[src/rtl/conv_pkg.sv]
// rtl/conv_pkg.sv - shared encodings and field positions for the convolution sequencer
package conv_pkg;

  localparam int ADDR_W_DEF    = 13;
  localparam int ARRAY_DIM_DEF = 8;

  localparam int ISIZE_H_MSB  = 15;
  localparam int ISIZE_H_LSB  = 8;
  localparam int ISIZE_W_MSB  = 7;
  localparam int ISIZE_W_LSB  = 0;
  localparam int WSIZE_KH_MSB = 7;
  localparam int WSIZE_KH_LSB = 4;
  localparam int WSIZE_KW_MSB = 3;
  localparam int WSIZE_KW_LSB = 0;

  localparam logic [5:0] ST_IDLE  = 6'd0;
  localparam logic [5:0] ST_RUN   = 6'd1;
  localparam logic [5:0] ST_DRAIN = 6'd2;
  localparam logic [5:0] ST_DONE  = 6'd3;
  localparam logic [5:0] ST_ERR   = 6'd4;

  typedef enum logic [2:0] {
    FSM_IDLE,
    FSM_CHECK,
    FSM_RUN,
    FSM_DRAIN,
    FSM_DONE,
    FSM_ERR
  } fsm_e;

  // The legality-check cycle is reported as RUN: the layer has been accepted for processing.
  function automatic logic [5:0] state_code(input fsm_e s);
    case (s)
      FSM_CHECK, FSM_RUN: state_code = ST_RUN;
      FSM_DRAIN:          state_code = ST_DRAIN;
      FSM_DONE:           state_code = ST_DONE;
      FSM_ERR:            state_code = ST_ERR;
      default:            state_code = ST_IDLE;
    endcase
  endfunction

endpackage

[src/rtl/conv_addr_gen.sv]
// rtl/conv_addr_gen.sv - combinational input/weight/output address and padding computation
module conv_addr_gen
  import conv_pkg::*;
#(
  parameter int ADDR_W = ADDR_W_DEF
) (
  input  logic [10:0]       i_oy_org,
  input  logic [10:0]       i_ox_org,
  input  logic [3:0]        i_ky,
  input  logic [3:0]        i_kx,
  input  logic [9:0]        i_ic,
  input  logic [9:0]        i_tile,
  input  logic [ADDR_W-1:0] i_ocnt,
  input  logic [7:0]        i_h,
  input  logic [7:0]        i_w,
  input  logic [5:0]        i_p,
  input  logic [3:0]        i_kh,
  input  logic [3:0]        i_kw,
  input  logic [9:0]        i_nin,
  input  logic [ADDR_W-1:0] i_iaddr,
  input  logic [ADDR_W-1:0] i_waddr,
  input  logic [ADDR_W-1:0] i_oaddr,
  output logic [ADDR_W-1:0] o_iaddr,
  output logic              o_ipad,
  output logic [ADDR_W-1:0] o_waddr,
  output logic [ADDR_W-1:0] o_oaddr
);

  logic signed [12:0] w_iy;
  logic signed [12:0] w_ix;
  logic [31:0]        w_ipix;
  logic [31:0]        w_ioff;
  logic [31:0]        w_woff;

  assign w_iy = $signed({2'b0, i_oy_org}) + $signed({9'b0, i_ky}) - $signed({7'b0, i_p});
  assign w_ix = $signed({2'b0, i_ox_org}) + $signed({9'b0, i_kx}) - $signed({7'b0, i_p});

  assign o_ipad = w_iy[12] || w_ix[12] ||
                  (w_iy >= $signed({5'b0, i_h})) || (w_ix >= $signed({5'b0, i_w}));

  // Offsets are formed wide and truncated once at the final base-address sum.
  assign w_ipix = 32'(w_iy[11:0]) * 32'(i_w) + 32'(w_ix[11:0]);
  assign w_ioff = w_ipix * 32'(i_nin) + 32'(i_ic);
  assign w_woff = ((32'(i_tile) * 32'(i_kh) + 32'(i_ky)) * 32'(i_kw) + 32'(i_kx))
                  * 32'(i_nin) + 32'(i_ic);

  assign o_iaddr = o_ipad ? '0 : i_iaddr + w_ioff[ADDR_W-1:0];
  assign o_waddr = i_waddr + w_woff[ADDR_W-1:0];
  assign o_oaddr = i_oaddr + i_ocnt;

endmodule

[src/rtl/conv_sequencer.sv]
// rtl/conv_sequencer.sv - layer config latch, legality check and convolution loop-nest FSM
module conv_sequencer
  import conv_pkg::*;
#(
  parameter int ARRAY_DIM = ARRAY_DIM_DEF,
  parameter int ADDR_W    = ADDR_W_DEF
) (
  input  logic              CLK,
  input  logic              RESET,
  input  logic              EN,
  input  logic [9:0]        NIN,
  input  logic [9:0]        NOUT,
  input  logic [15:0]       ISIZE,
  input  logic [5:0]        IPADDING,
  input  logic [7:0]        WSIZE,
  input  logic [3:0]        WSTRIDE,
  input  logic [5:0]        OSHIFT,
  input  logic [ADDR_W-1:0] IADDR,
  input  logic [ADDR_W-1:0] WADDR,
  input  logic [ADDR_W-1:0] OADDR,
  output logic [5:0]        STATE,
  output logic              S_VALID,
  input  logic              S_READY,
  output logic [ADDR_W-1:0] S_IADDR,
  output logic              S_IPAD,
  output logic [ADDR_W-1:0] S_WADDR,
  output logic              S_FIRST,
  output logic              S_LAST,
  output logic [ADDR_W-1:0] S_OADDR,
  output logic [5:0]        S_OSHIFT,
  input  logic              ARRAY_IDLE
);

  fsm_e r_state, w_next;

  logic [9:0]        r_nin, r_nout;
  logic [7:0]        r_h, r_w;
  logic [5:0]        r_p, r_oshift;
  logic [3:0]        r_kh, r_kw, r_s;
  logic [ADDR_W-1:0] r_iaddr, r_waddr, r_oaddr;

  logic [9:0]        r_oc_base, r_tile, r_ic;
  logic [10:0]       r_oy_org, r_ox_org;
  logic [3:0]        r_ky, r_kx;
  logic [ADDR_W-1:0] r_ocnt;

  logic [10:0]       w_hp, w_wp;
  logic              w_run, w_xfer, w_illegal;
  logic              w_ic_last, w_kx_last, w_ky_last, w_ox_last, w_oy_last, w_tile_last;
  logic [ADDR_W-1:0] w_iaddr, w_waddr, w_oaddr;
  logic              w_ipad;

  assign w_hp = 11'(r_h) + 11'({r_p, 1'b0});
  assign w_wp = 11'(r_w) + 11'({r_p, 1'b0});

  assign w_illegal = (r_kh == 4'd0) || (r_kw == 4'd0) || (r_s == 4'd0) ||
                     (r_nin == 10'd0) || (r_nout == 10'd0) || (r_h == 8'd0) || (r_w == 8'd0) ||
                     (11'(r_kh) > w_hp) || (11'(r_kw) > w_wp);

  assign w_ic_last   = (r_ic == r_nin - 10'd1);
  assign w_kx_last   = (r_kx == r_kw - 4'd1);
  assign w_ky_last   = (r_ky == r_kh - 4'd1);
  assign w_ox_last   = (12'(r_ox_org) + 12'(r_s) + 12'(r_kw)) > 12'(w_wp);
  assign w_oy_last   = (12'(r_oy_org) + 12'(r_s) + 12'(r_kh)) > 12'(w_hp);
  assign w_tile_last = (11'(r_oc_base) + 11'(ARRAY_DIM)) >= 11'(r_nout);

  assign w_run  = (r_state == FSM_RUN);
  assign w_xfer = w_run && S_READY;

  always_ff @(posedge CLK) begin
    if (RESET) r_state <= FSM_IDLE;
    else       r_state <= w_next;
  end

  always_comb begin
    w_next = r_state;
    case (r_state)
      FSM_IDLE:  if (EN) w_next = FSM_CHECK;
      FSM_CHECK: w_next = w_illegal ? FSM_ERR : FSM_RUN;
      FSM_RUN:   if (w_xfer && w_ic_last && w_kx_last && w_ky_last &&
                     w_ox_last && w_oy_last && w_tile_last) w_next = FSM_DRAIN;
      FSM_DRAIN: if (ARRAY_IDLE) w_next = FSM_DONE;
      FSM_DONE, FSM_ERR: if (!EN) w_next = FSM_IDLE;
      default:   w_next = FSM_IDLE;
    endcase
  end

  always_ff @(posedge CLK) begin
    if (RESET) begin
      r_nin <= '0; r_nout <= '0; r_h <= '0; r_w <= '0; r_p <= '0; r_oshift <= '0;
      r_kh <= '0; r_kw <= '0; r_s <= '0; r_iaddr <= '0; r_waddr <= '0; r_oaddr <= '0;
    end else if (r_state == FSM_IDLE && EN) begin
      r_nin    <= NIN;
      r_nout   <= NOUT;
      r_h      <= ISIZE[ISIZE_H_MSB:ISIZE_H_LSB];
      r_w      <= ISIZE[ISIZE_W_MSB:ISIZE_W_LSB];
      r_p      <= IPADDING;
      r_kh     <= WSIZE[WSIZE_KH_MSB:WSIZE_KH_LSB];
      r_kw     <= WSIZE[WSIZE_KW_MSB:WSIZE_KW_LSB];
      r_s      <= WSTRIDE;
      r_oshift <= OSHIFT;
      r_iaddr  <= IADDR;
      r_waddr  <= WADDR;
      r_oaddr  <= OADDR;
    end
  end

  // Odometer over (tile, oy, ox, ky, kx, ic); origins step by stride so no multiply is needed.
  always_ff @(posedge CLK) begin
    if (RESET || r_state == FSM_IDLE) begin
      r_oc_base <= '0; r_tile <= '0; r_oy_org <= '0; r_ox_org <= '0;
      r_ky <= '0; r_kx <= '0; r_ic <= '0; r_ocnt <= '0;
    end else if (w_xfer) begin
      if (!w_ic_last) r_ic <= r_ic + 10'd1;
      else begin
        r_ic <= '0;
        if (!w_kx_last) r_kx <= r_kx + 4'd1;
        else begin
          r_kx <= '0;
          if (!w_ky_last) r_ky <= r_ky + 4'd1;
          else begin
            r_ky   <= '0;
            r_ocnt <= r_ocnt + 1'b1;
            if (!w_ox_last) r_ox_org <= r_ox_org + 11'(r_s);
            else begin
              r_ox_org <= '0;
              if (!w_oy_last) r_oy_org <= r_oy_org + 11'(r_s);
              else begin
                r_oy_org  <= '0;
                r_oc_base <= r_oc_base + 10'(ARRAY_DIM);
                r_tile    <= r_tile + 10'd1;
              end
            end
          end
        end
      end
    end
  end

  conv_addr_gen #(.ADDR_W(ADDR_W)) u_addr_gen (
    .i_oy_org (r_oy_org),
    .i_ox_org (r_ox_org),
    .i_ky     (r_ky),
    .i_kx     (r_kx),
    .i_ic     (r_ic),
    .i_tile   (r_tile),
    .i_ocnt   (r_ocnt),
    .i_h      (r_h),
    .i_w      (r_w),
    .i_p      (r_p),
    .i_kh     (r_kh),
    .i_kw     (r_kw),
    .i_nin    (r_nin),
    .i_iaddr  (r_iaddr),
    .i_waddr  (r_waddr),
    .i_oaddr  (r_oaddr),
    .o_iaddr  (w_iaddr),
    .o_ipad   (w_ipad),
    .o_waddr  (w_waddr),
    .o_oaddr  (w_oaddr)
  );

  assign STATE    = state_code(r_state);
  assign S_VALID  = w_run;
  assign S_IADDR  = w_run ? w_iaddr : '0;
  assign S_IPAD   = w_run && w_ipad;
  assign S_WADDR  = w_run ? w_waddr : '0;
  assign S_OADDR  = w_run ? w_oaddr : '0;
  assign S_FIRST  = w_run && (r_ic == 10'd0) && (r_kx == 4'd0) && (r_ky == 4'd0);
  assign S_LAST   = w_run && w_ic_last && w_kx_last && w_ky_last;
  assign S_OSHIFT = r_oshift;

endmodule

[config.mk]
export PLATFORM = sky130hd
export DESIGN_NAME = conv_sequencer
export DESIGN_NICKNAME = d
export VERILOG_FILES = /design/src/rtl/conv_pkg.sv /design/src/rtl/conv_addr_gen.sv /design/src/rtl/conv_sequencer.sv
export SDC_FILE = /design/constraint.sdc
export NUM_CORES = 1
export LEC_CHECK = 0
export ABC_AREA = 1
export CORE_AREA = 3 3 199 201
export CTS_CLUSTER_DIAMETER = 50
export DETAILED_ROUTE_END_ITERATION = 7
export DIE_AREA = 0 0 202 204
export GPL_ROUTABILITY_DRIVEN = 0
export PLACE_DENSITY = 0.86
export SYNTH_ARGS = -nofsm -noshare
export SYNTH_HDL_FRONTEND = slang
export SYNTH_SLANG_ARGS = --single-unit
[constraint.sdc]
create_clock -name CLK -period 16.77 [get_ports CLK]
set_clock_uncertainty 0.1 [all_clocks]
set_input_delay 3.354 -clock CLK [delete_from_list [all_inputs] [get_ports CLK]]
set_output_delay 3.354 -clock CLK [all_outputs]
set_load 0.01 [all_outputs]
==> qor.csv <==
stage;metric;value;unit
drt;initial DRC count;1816;
drt;Residual DRC;0;
global_route;first-pass GRT wire length;103000;microns
drt;routed vias;21400;
run_status;status;finished clean;
floorplan;die height;204;microns
floorplan;die width;202;microns
floorplan;full die area;41200;sq um
critical_path;Reg2Reg Depth;21;
global_route;antenna violations before repair;0;
floorplan;core area;37800;sq um
sta;setup_tns;0;ns
final_layout;Nets;3998;
final_layout;n_diodes;0;
clock_network;clock-pin slew on the worst setup and hold paths;0.08;ns
floorplan;Rows;71;
global_route;vias in the first global route;21500;
global_route;total congestion overflow;0;
drt;post-route ant nets;0;
synth;synthesized cell area;23400;sq um
clock_network;Post-CTS Hold Buffers;0;
clock_network;Num CTS Buffers;17;
sta;Slew @ Worst Pin;1.01;ns
sta;Max Clk Rate;65.6;MHz
critical_path;reg-to-reg slack, setup;11.61;ns
global_route;GRT Util Overall;30.6;%
synth;Post-synth EDFFs;0;
drt;Pre-Repair DR Iteration Count;6;
final_layout;Synth-to-Final Area Change;10.7;%
clock_network;H-Tree Depth;4;
synth;sequential-to-total area share from yosys stat;14.7;%
critical_path;critical path's largest stage delay;0.54;ns
global_route;GR Layer Usage met3;6.32;%
synth;area fraction of the dominant cell type after synthesis;21.0;%
clock_network;Clk Latency, worst-skew pair;0.48;ns
global_route;M1 GR Usage;37.5;%
critical_path;Crit Path Category;flip-flop to output port;
sta;Hold Fails Final Rpt;0;
critical_path;cell repeated most along the worst path;nand2_1;
global_route;GR peak layer;met2;
drt;total routed wirelength;61900;microns
floorplan;Starting Density;61.9;%
clock_network;clock root cell;clkbuf_16;
critical_path;Worst path slowest cell;fa_1;
placed_design;# port buffers;155;
synth;Avg Cell Area, Syn;7.08;sq um
global_route;M2 GR Usage;52.6;%
sta;max-slew violations;0;
hold_path;Worst Hold Depth;2;
synth;top cells by area, synth;fa_1, dfxtp_1, ha_1;
final_layout;most common cell after layout, fill and taps aside;inv_1;
hold_path;Hold Crit Class;flip-flop to flip-flop;
synth;asr flop ratio synth;0;%
synth;largest area contributor in the netlist;fa_1;
final_layout;fraction of layout cells with a size suffix above 1;2.26;%
flow_run;MaxCap Viol Count;0;
global_route;largest net degree at the start of global routing;78;
placed_design;hpwl dp;48600;microns
clock_network;Max Buffers Root-to-Sink;2;
sta;Rel. slew slack;32.4;%
clock_network;Post-CTS Setup Bufs;0;
clock_network;Post-CTS Resized;0;
synth;synth unique cells;51;
floorplan;IO Pins;159;
critical_path;critical path launch point type;flip-flop;
sta;crit share post-route;90.9;%
synth;post-synthesis instance total;3305;
synth;yosys warns;0;
clock_network;TritonCTS clock tree;yes;
critical_path;Critical Path RT;13.32;ns
sta;Setup-failing EPs final;0;
critical_path;Arrival @ worst endpoint;11.79;ns
sta;Tmin final;15.25;ns
sta;unrepaired setup endpoints after global routing;no;
critical_path;Max Fanout on Critical Path;6;
synth;Synth Register Bits;172;
clock_network;# clock sinks;172;
final_layout;most frequent cells in the layout;inv_1, nand2_1, ha_1, fa_1, nor2_1;
drt;Vias/cell;5.47;
synth;Primary FF master, synth;dfxtp_1;
drt;wire per inst;15.8;microns
critical_path;crit path capture type;output port;
worst max-delay path, delay by kind of cell (launching register included):
| family | cells | cell delay (ns) |
|---|---|---|
| adder cells (fa/ha/maj) | 14 | 6.09 |
| AND/OR/NAND/NOR | 24 | 2.21 |
| buffers and inverters | 12 | 1.26 |
| AO/OA/AOI/OAI | 5 | 0.91 |
| flip-flops | 1 | 0.43 |
| XOR/XNOR | 2 | 0.39 |
cell usage after synthesis (all sizes together) (6+ instances only):
cell type	number
o21bai	15
a21o	6
or2	15
nor3	44
o21ai	167
nor2	247
nand3b	17
buf	17
dfxtp	172
nand4	41
a31oi	11
ha	254
nor3b	10
a21oi	229
nand2	664
fa	245
inv	749
nand3	155
a211oi	6
xor2	90
clkbuf	77
xnor2	35
nor4	12
flip-flops by register name, indices dropped and copies added (netlist names), 6 cells and up:
signal,flops
r_iaddr,13
r_oaddr,13
r_ocnt,13
r_waddr,13
r_ox_org,11
r_oy_org,11
r_ic,10
r_nin,10
r_nout,10
r_tile,10
r_h,8
r_w,8
r_oc_base,7
S_OSHIFT,6
r_p,6
worst paths after layout:
path	endpoint	startpoint
max	S_IADDR[12]	r_ky[0]
min	S_OSHIFT[4]	S_OSHIFT[4]
max reg2reg	r_oy_org[6]	r_kw[1]
min reg2reg	S_OSHIFT[4]	S_OSHIFT[4]
cell families (layout without fill, tap and decap cells):
family	after synthesis	after routing	share of synthesized area (%)
simple gates	1212	1212	22.0
flops	172	172	14.7
other cells	1	3	0.0160
xor+xnor	125	125	4.75
compound gates	451	451	10.2
buf+inv	845	946	13.7
fa+ha+maj	499	499	34.6
layout make-up:
| cell class | count | area, sq um |
|---|---|---|
| Tap cell | 511 | 639 |
| Timing Repair Buffer | 163 | 1610 |
| Inverter | 751 | 2820 |
| Clock inverter | 15 | 201 |
| Fill cell | 3069 | 11900 |
| Multi-Input combinational cell | 2290 | 16800 |
| Clock buffer | 17 | 425 |
| Sequential cell | 172 | 3440 |
routing by layer:
layer	share of wire, %	up-vias
li1	-	10400
met1	40	9932
met2	47	900
met3	8.6	204
met4	4.4	0
met5	0	-
stage by stage:
step / setup WS (ns) / cell area, sq um / std cells / util, % / hold WS [ns]
4_1_cts: 1.55 / 25900 / 3919 / 68.6 / 0.348
6_report: 1.52 / 25900 / 3919 / 68.6 / 0.348
5_1_grt: 0.612 / 25900 / 3919 / 68.6 / 0.364
3_5_place_dp: 2.15 / 25300 / 3887 / 66.9 / 0.337
3_3_place_gp: 2.37 / 25300 / 3887 / 66.9 / 0.332
2_1_floorplan: 3.41 / 23400 / 3307 / - / 0.323
Power is not shown: default switching activity piles up to over one toggle a cycle in this logic, so the estimate is an artifact.
